<file path="src/rtl/mem_req_arbiter_pkg.sv">
// Shared definitions for the memory request arbiter: transfer direction,
// transfer length codes, transaction owner codes and FSM state codes.
package mem_req_arbiter_pkg;

    // memctrl transfer direction
    localparam logic LS_LOAD  = 1'b0;
    localparam logic LS_STORE = 1'b1;

    // memctrl transfer length in bytes
    localparam logic [2:0] LEN_ONE  = 3'd1;
    localparam logic [2:0] LEN_TWO  = 3'd2;
    localparam logic [2:0] LEN_FOUR = 3'd4;

    // Which requester owns the current memctrl transaction
    typedef enum logic [1:0] {
        OWN_NONE = 2'd0,
        OWN_IF   = 2'd1,
        OWN_LD   = 2'd2,
        OWN_ST   = 2'd3
    } owner_e;

    // Sequencer states
    typedef enum logic [1:0] {
        S_IDLE = 2'd0,
        S_BUSY = 2'd1,
        S_RESP = 2'd2
    } state_e;

endpackage

</file>
<file path="src/rtl/mem_req_arbiter_prio.sv">
// Combinational grant selection: store beats load beats fetch, except that a
// starved fetch is forced through and a store to a full IO buffer steps aside.
module mem_req_arbiter_prio
    import mem_req_arbiter_pkg::*;
(
    input  logic   if_req,
    input  logic   ld_req,
    input  logic   st_req,
    input  logic   flush,
    input  logic   starve,
    input  logic   io_block,
    output owner_e grant
);

    logic if_ok;
    logic st_ok;

    assign if_ok = if_req && !flush;
    assign st_ok = st_req && !io_block;

    // Pick the winning requester for this cycle
    always_comb begin
        grant = OWN_NONE;
        if (starve && if_ok) begin
            grant = OWN_IF;
        end else if (st_ok) begin
            grant = OWN_ST;
        end else if (ld_req) begin
            grant = OWN_LD;
        end else if (if_ok) begin
            grant = OWN_IF;
        end
    end

endmodule

</file>
<file path="src/rtl/mem_req_arbiter.sv">
// Three-way arbiter/sequencer in front of the byte-serial memory controller.
// One transaction at a time: latch the winner, hold it on memctrl until done,
// then return a one-cycle done pulse with data to the owner.
module mem_req_arbiter
    import mem_req_arbiter_pkg::*;
#(
    parameter int         ADDR_W       = 32,
    parameter int         DATA_W       = 32,
    parameter int         STARVE_LIMIT = 4,
    parameter logic [1:0] IO_PREFIX    = 2'b11
) (
    input  logic              clk,
    input  logic              rst,
    input  logic              rdy,
    input  logic              iIO_buffer_full,
    input  logic              iFLUSH,
    input  logic              iIF_req,
    input  logic [ADDR_W-1:0] iIF_addr,
    output logic              oIF_done,
    output logic [DATA_W-1:0] oIF_inst,
    input  logic              iLD_req,
    input  logic [ADDR_W-1:0] iLD_addr,
    input  logic [2:0]        iLD_len,
    output logic              oLD_done,
    output logic [DATA_W-1:0] oLD_dt,
    input  logic              iST_req,
    input  logic [ADDR_W-1:0] iST_addr,
    input  logic [2:0]        iST_len,
    input  logic [DATA_W-1:0] iST_dt,
    output logic              oST_done,
    output logic              oMC_en,
    output logic              oMC_ls,
    output logic [2:0]        oMC_len,
    output logic [ADDR_W-1:0] oMC_addr,
    output logic [DATA_W-1:0] oMC_dt,
    input  logic              iMC_done,
    input  logic [DATA_W-1:0] iMC_dt
);

    localparam int CNT_W = $clog2(STARVE_LIMIT + 1);
    localparam logic [CNT_W-1:0] CNT_MAX = CNT_W'(STARVE_LIMIT);

    state_e           state;
    owner_e           owner;
    owner_e           grant;
    logic [CNT_W-1:0] starve_cnt;
    logic             discard;
    logic             io_block;
    logic             starve;

    // Loads return only the requested bytes; sign extension happens downstream
    function automatic logic [DATA_W-1:0] zext_load(input logic [2:0] len,
                                                    input logic [DATA_W-1:0] raw);
        logic [DATA_W-1:0] res;
        res = raw;
        if (len == LEN_ONE) begin
            res = {{(DATA_W-8){1'b0}}, raw[7:0]};
        end else if (len == LEN_TWO) begin
            res = {{(DATA_W-16){1'b0}}, raw[15:0]};
        end
        return res;
    endfunction

    assign io_block = iIO_buffer_full && (iST_addr[17:16] == IO_PREFIX);
    assign starve   = (starve_cnt == CNT_MAX);

    mem_req_arbiter_prio u_prio (
        .if_req   (iIF_req),
        .ld_req   (iLD_req),
        .st_req   (iST_req),
        .flush    (iFLUSH),
        .starve   (starve),
        .io_block (io_block),
        .grant    (grant)
    );

    // Count data grants made while a fetch is left waiting
    always_ff @(posedge clk) begin
        if (rst) begin
            starve_cnt <= '0;
        end else if (rdy) begin
            if (!iIF_req) begin
                starve_cnt <= '0;
            end else if (state == S_IDLE) begin
                if (grant == OWN_IF) begin
                    starve_cnt <= '0;
                end else if ((grant == OWN_ST || grant == OWN_LD) && starve_cnt < CNT_MAX) begin
                    starve_cnt <= starve_cnt + 1'b1;
                end
            end
        end
    end

    // Sequencer: grant and latch in IDLE, hold memctrl request in BUSY,
    // pulse the owner's done in RESP. A flushed fetch still runs to completion
    // on memctrl; only its done pulse is swallowed.
    always_ff @(posedge clk) begin
        if (rst) begin
            state    <= S_IDLE;
            owner    <= OWN_NONE;
            discard  <= 1'b0;
            oMC_en   <= 1'b0;
            oMC_ls   <= LS_LOAD;
            oMC_len  <= '0;
            oMC_addr <= '0;
            oMC_dt   <= '0;
            oIF_done <= 1'b0;
            oIF_inst <= '0;
            oLD_done <= 1'b0;
            oLD_dt   <= '0;
            oST_done <= 1'b0;
        end else if (rdy) begin
            case (state)
                S_IDLE: begin
                    if (grant != OWN_NONE) begin
                        owner  <= grant;
                        oMC_en <= 1'b1;
                        state  <= S_BUSY;
                        case (grant)
                            OWN_ST: begin
                                oMC_ls   <= LS_STORE;
                                oMC_len  <= iST_len;
                                oMC_addr <= iST_addr;
                                oMC_dt   <= iST_dt;
                            end
                            OWN_LD: begin
                                oMC_ls   <= LS_LOAD;
                                oMC_len  <= iLD_len;
                                oMC_addr <= iLD_addr;
                                oMC_dt   <= '0;
                            end
                            OWN_IF: begin
                                oMC_ls   <= LS_LOAD;
                                oMC_len  <= LEN_FOUR;
                                oMC_addr <= iIF_addr;
                                oMC_dt   <= '0;
                            end
                            default: ;
                        endcase
                    end
                end
                S_BUSY: begin
                    if (iMC_done) begin
                        oMC_en <= 1'b0;
                        state  <= S_RESP;
                        case (owner)
                            OWN_IF: begin
                                if (!(discard || iFLUSH)) begin
                                    oIF_done <= 1'b1;
                                    oIF_inst <= iMC_dt;
                                end
                            end
                            OWN_LD: begin
                                oLD_done <= 1'b1;
                                oLD_dt   <= zext_load(oMC_len, iMC_dt);
                            end
                            OWN_ST: oST_done <= 1'b1;
                            default: ;
                        endcase
                    end else if (iFLUSH && owner == OWN_IF) begin
                        discard <= 1'b1;
                    end
                end
                S_RESP: begin
                    oIF_done <= 1'b0;
                    oIF_inst <= '0;
                    oLD_done <= 1'b0;
                    oLD_dt   <= '0;
                    oST_done <= 1'b0;
                    discard  <= 1'b0;
                    owner    <= OWN_NONE;
                    state    <= S_IDLE;
                end
                default: state <= S_IDLE;
            endcase
        end
    end

endmodule

</file>
<file path="config.mk">
export PLATFORM = sky130hd
export DESIGN_NAME = mem_req_arbiter
export DESIGN_NICKNAME = d
export VERILOG_FILES = /design/src/rtl/mem_req_arbiter_pkg.sv /design/src/rtl/mem_req_arbiter_prio.sv /design/src/rtl/mem_req_arbiter.sv
export SDC_FILE = /design/constraint.sdc
export NUM_CORES = 1
export LEC_CHECK = 0
export CAP_MARGIN = 20
export CORE_MARGIN = 8
export CORE_UTILIZATION = 42
export DETAILED_ROUTE_END_ITERATION = 12
export PLACE_DENSITY = 0.81
export RECOVER_POWER = 50
export SETUP_SLACK_MARGIN = 0.15
export SLEW_MARGIN = 25
export SYNTH_ARGS = -nofsm -noshare
export SYNTH_HDL_FRONTEND = slang
export SYNTH_SLANG_ARGS = --single-unit
export TNS_END_PERCENT = 30
</file>
<file path="constraint.sdc">
create_clock -name clk -period 3.2 [get_ports clk]
set_clock_uncertainty 0.2 [all_clocks]
set_input_delay 0.8 -clock clk [delete_from_list [all_inputs] [get_ports clk]]
set_output_delay 0.8 -clock clk [all_outputs]
set_load 0.05 [all_outputs]
</file>
==> results of run 1 <==
## how the worst max path moves through the flow
stage	start	endpoint	slack [ps]	cells past startpoint
after floorplan	iLD_req	starve_cnt[0]$_SDFFE_PP0P_	560	9
after global placement	iLD_req	oMC_len[1]$_SDFFE_PP0P_	-100	7
after detailed placement	iLD_req	oMC_len[1]$_SDFFE_PP0P_	-120	7
after CTS	iLD_req	oMC_len[1]$_SDFFE_PP0P_	320	7
after global routing	iFLUSH	oIF_inst[4]$_SDFFE_PP0P_	150	6
final	iLD_req	oMC_len[1]$_SDFFE_PP0P_	270	7
## power by group through the flow
stage               registers (mW)  logic (mW)  clock network, mW
global route                  1.96        1.46               2.36
CTS                           1.96        1.41               2.27
global placement              1.99        1.40                  0
detailed placement            1.99        1.40                  0
finish                        1.95        1.38               2.24
floorplan                     2.31       0.493                  0
## layout by cell type, fill, tap and decap left out, types with 4 or more instances in the layout
cell type        netlist  final
clkdlybuf4s50_1        0    229
dfxtp_1              144    144
dlygate4sd3_1          0     80
a21oi_1               72     72
nand2_1               68     68
nand2b_1              68     68
mux2i_1               59     59
nor2_1                39     39
nand3b_1              33     33
a211o_1               33     33
a22oi_1               32     32
buf_4                  6     19
clkbuf_16              0     17
or3b_2                15     15
nor2b_1               14     14
or3b_1                 9      9
o21bai_1               9      9
nor3b_1                9      9
inv_1                  8      8
ha_1                   9      8
buf_12                 0      8
o21ai_0                7      7
mux2_1                 0      6
bufinv_16              0      6
clkinv_4               0      5
or2_2                  4      4
## logic make-up after synthesis
kind of cell               after synthesis  synth area share, %
AOI/OAI and AO/OA                      174                 17.4
xor gates and xnor gates                 1                0.128
adders and majority gates                9                 1.65
buffers and inverters                   76                 5.07
DFF                                    144                 42.2
muxes                                   69                 10.7
and+or+nand+nor                        271                 22.9
## sequential cells by signal (all words and copies together), names as in the netlist
name and count:
oIF_inst 32, starve_cnt 3, discard 1, oLD_dt 32, state 2, owner 2
oMC_ls 1, oIF_done 1, oMC_len 3, oMC_addr 32, oMC_en 1, oMC_dt 32
oLD_done 1, oST_done 1
## synthesized netlist by cell type, types with 3 or more instances
cell / n
a311oi_1: 3
a21oi_1: 72
o21bai_1: 9
o21ai_0: 7
mux2i_1: 59
dfxtp_1: 144
buf_4: 6
or2_2: 4
a22oi_1: 32
buf_2: 25
nor2b_1: 14
mux2_4: 7
a211o_1: 33
mux2_2: 3
or3b_2: 15
nand3b_1: 33
nand2_1: 68
ha_1: 9
clkbuf_1: 34
or3b_1: 9
nand2b_1: 68
inv_1: 8
nor3b_1: 9
nor2_1: 39
## cell type report
| cell class | count | area [um2] |
|---|---|---|
| timing repair buffer | 340 | 3410 |
| inverter | 8 | 30.0 |
| multi-input combinational | 524 | 3570 |
| tap | 216 | 270 |
| fill | 1270 | 5050 |
| clock inverter | 14 | 239 |
| sequential | 144 | 2880 |
| clock buffer | 18 | 429 |
## metrics by stage
step	hold slack [ps]	cell area, um2	total power, mW
6_report	250	10800	5.58
3_3_place_gp	237	10200	3.39
2_1_floorplan	260	6840	2.80
4_1_cts	252	10900	5.64
5_1_grt	268	10800	5.78
3_5_place_dp	245	10200	3.40
## layer usage
layer | routed length, um | share of wire (%)
met1 | 9340 | 39
met2 | 11600 | 48
met3 | 2170 | 9.1
met4 | 847 | 3.5
met5 | 0 | 0
## critical path: stages
cell	delay [ps]
clkdlybuf4s50_1	480
a21bo_2	220
a32oi_1	410
ha_2	410
buf_12	190
a311oi_1	400
nor3_1	80
==> metrics.cfg, run 1 <==
[cts]
clk_latency_ps = 410
cts_resized = 0
h-tree-depth = 4
cts_buffers = 17
clock_path_buffers = 2
cts_tree = done
cts-root-buf = clkbuf_16
cts_setup_buffers = 0
holdBufCountCts = 0
clock-sinks = 144
clk_pin_slew_ps = 60

[place]
gp_congestion = 0.873
placed_cells = 1232
dpl_worst_slack_ps = -118
io_buffers = 310
place_hpwl_um = 17800

[hold_path]
worstHoldStart = oMC_dt[25]$_SDFFE_PP0P_
min_path_cells = 2
min_to = oMC_dt[25]$_SDFFE_PP0P_
hold_class = flip-flop to flip-flop

[timing]
relSlewSlack_pct = 20.6
max_freq_mhz = 341
hold_violations = 0
fin_crit_ps = 2930
rsz0062_at_grt = no
slew_viol_final = 0
setup_violations = 0
final.setup.worst_slack_ps = 266
final.period_utilization_pct = 91.7
tightest_slew_ps = 1190
finalSetupTns_ps = 0

[final_layout]
antennaDiodeCount = 0
area_growth_pct = 58.5
final_core_util_pct = 68.2
fin_cells = 1264
drive_gt1_share_pct = 8.49
fin_nets = 1219

[setup_path]
r2r_cells = 8
path_max_fanout = 50
r2r_end = oMC_len[1]$_SDFFE_PP0P_
arrival_ps = 3020
path_class = input port to flip-flop
worst_setup_path_start_kind = input port
worstReg2RegStart = starve_cnt[0]$_SDFFE_PP0P_
endpoint_kind = flip-flop
critical_path_required_ps = 3290
rrSetupSlack_ps = 470

[yosys]
netlist_area_mm2 = 0.00684
synth_top_area_share_pct = 42.2
synth_nets = 928
avgSynthCellArea_um2 = 9.19
yosys_warnings = 0
synth_area_leader_cell = dfxtp_1
postSynthCellCount = 744
ys_ff_latch = 144
ys_types = 50
yosysSeqAreaShare_pct = 42.2
synthTopCellsByArea = dfxtp_1, mux2i_1, nand2b_1
ys_async_sr_fraction_pct = 0
synth_flop_cell = dfxtp_1
synth_edf_count = 0

[pwr]
switchingPower_mw = 1.62
ir_drop_v = 0.000416
leakage_nw = 4.55
p_per_area_mw_per_mm2 = 514
p_seq_share_pct = 35.0
p_int_mw = 3.96
p_clk_share_pct = 40.3
p_sw_share_pct = 29.0
p_comb_share_pct = 24.7

[detailed_routing]
remaining_drc_errors = 0
vias = 6493
drtIter0Drc = 318
firstDrtPassIters = 4
vias_per_cell = 5.14
postRouteAntennaNets = 0
wl_per_cell_um = 18.9
routed_wl_um = 23900

[run_status]
outcome = completed

[grt]
met1_usage_pct = 25.6
grt_overflow = 0
grt_pass1_vias = 6644
gr-usage-met2_pct = 37.9
gr-usage-met3_pct = 8.06
antenna_found_initial = 0
grt_pass1_wl_um = 36400
grt_busiest_layer = met2
grt_max_degree = 85
gr-usage-all-layers_pct = 22.7

[run]
max_cap_viol_count = 0

[floorplan]
die_x_um = 144
row_count = 46
coreArea_mm2 = 0.0159
die_y_um = 144
start_util_pct = 43.1
die_area_mm2 = 0.0206
boundaryPins = 311

Note: power is estimated with default switching activity, not from simulation.
==> inputs of run 2 (changes only) <==
--- a/config.mk
+++ b/config.mk
@@ -12,7 +12,7 @@
 export PLACE_DENSITY = 0.81
 export RECOVER_POWER = 50
 export SETUP_SLACK_MARGIN = 0.15
-export SLEW_MARGIN = 25
+export SLEW_MARGIN = 20
 export SYNTH_ARGS = -nofsm -noshare
 export SYNTH_HDL_FRONTEND = slang
 export SYNTH_SLANG_ARGS = --single-unit
==> results of run 2 <==
The final DEF is identical to that of run 1; final timing and power are the same.
==> inputs of run 3 (changes only) <==
--- a/config.mk
+++ b/config.mk
@@ -5,10 +5,12 @@
 export SDC_FILE = /design/constraint.sdc
 export NUM_CORES = 1
 export LEC_CHECK = 0
-export CAP_MARGIN = 20
+export CAP_MARGIN = 10
 export CORE_MARGIN = 8
 export CORE_UTILIZATION = 42
+export CTS_CLUSTER_SIZE = 24
 export DETAILED_ROUTE_END_ITERATION = 12
+export GPL_ROUTABILITY_DRIVEN = 0
 export PLACE_DENSITY = 0.81
 export RECOVER_POWER = 50
 export SETUP_SLACK_MARGIN = 0.15
==> results of run 3 <==
The final DEF is identical to that of run 1; final timing and power are the same.
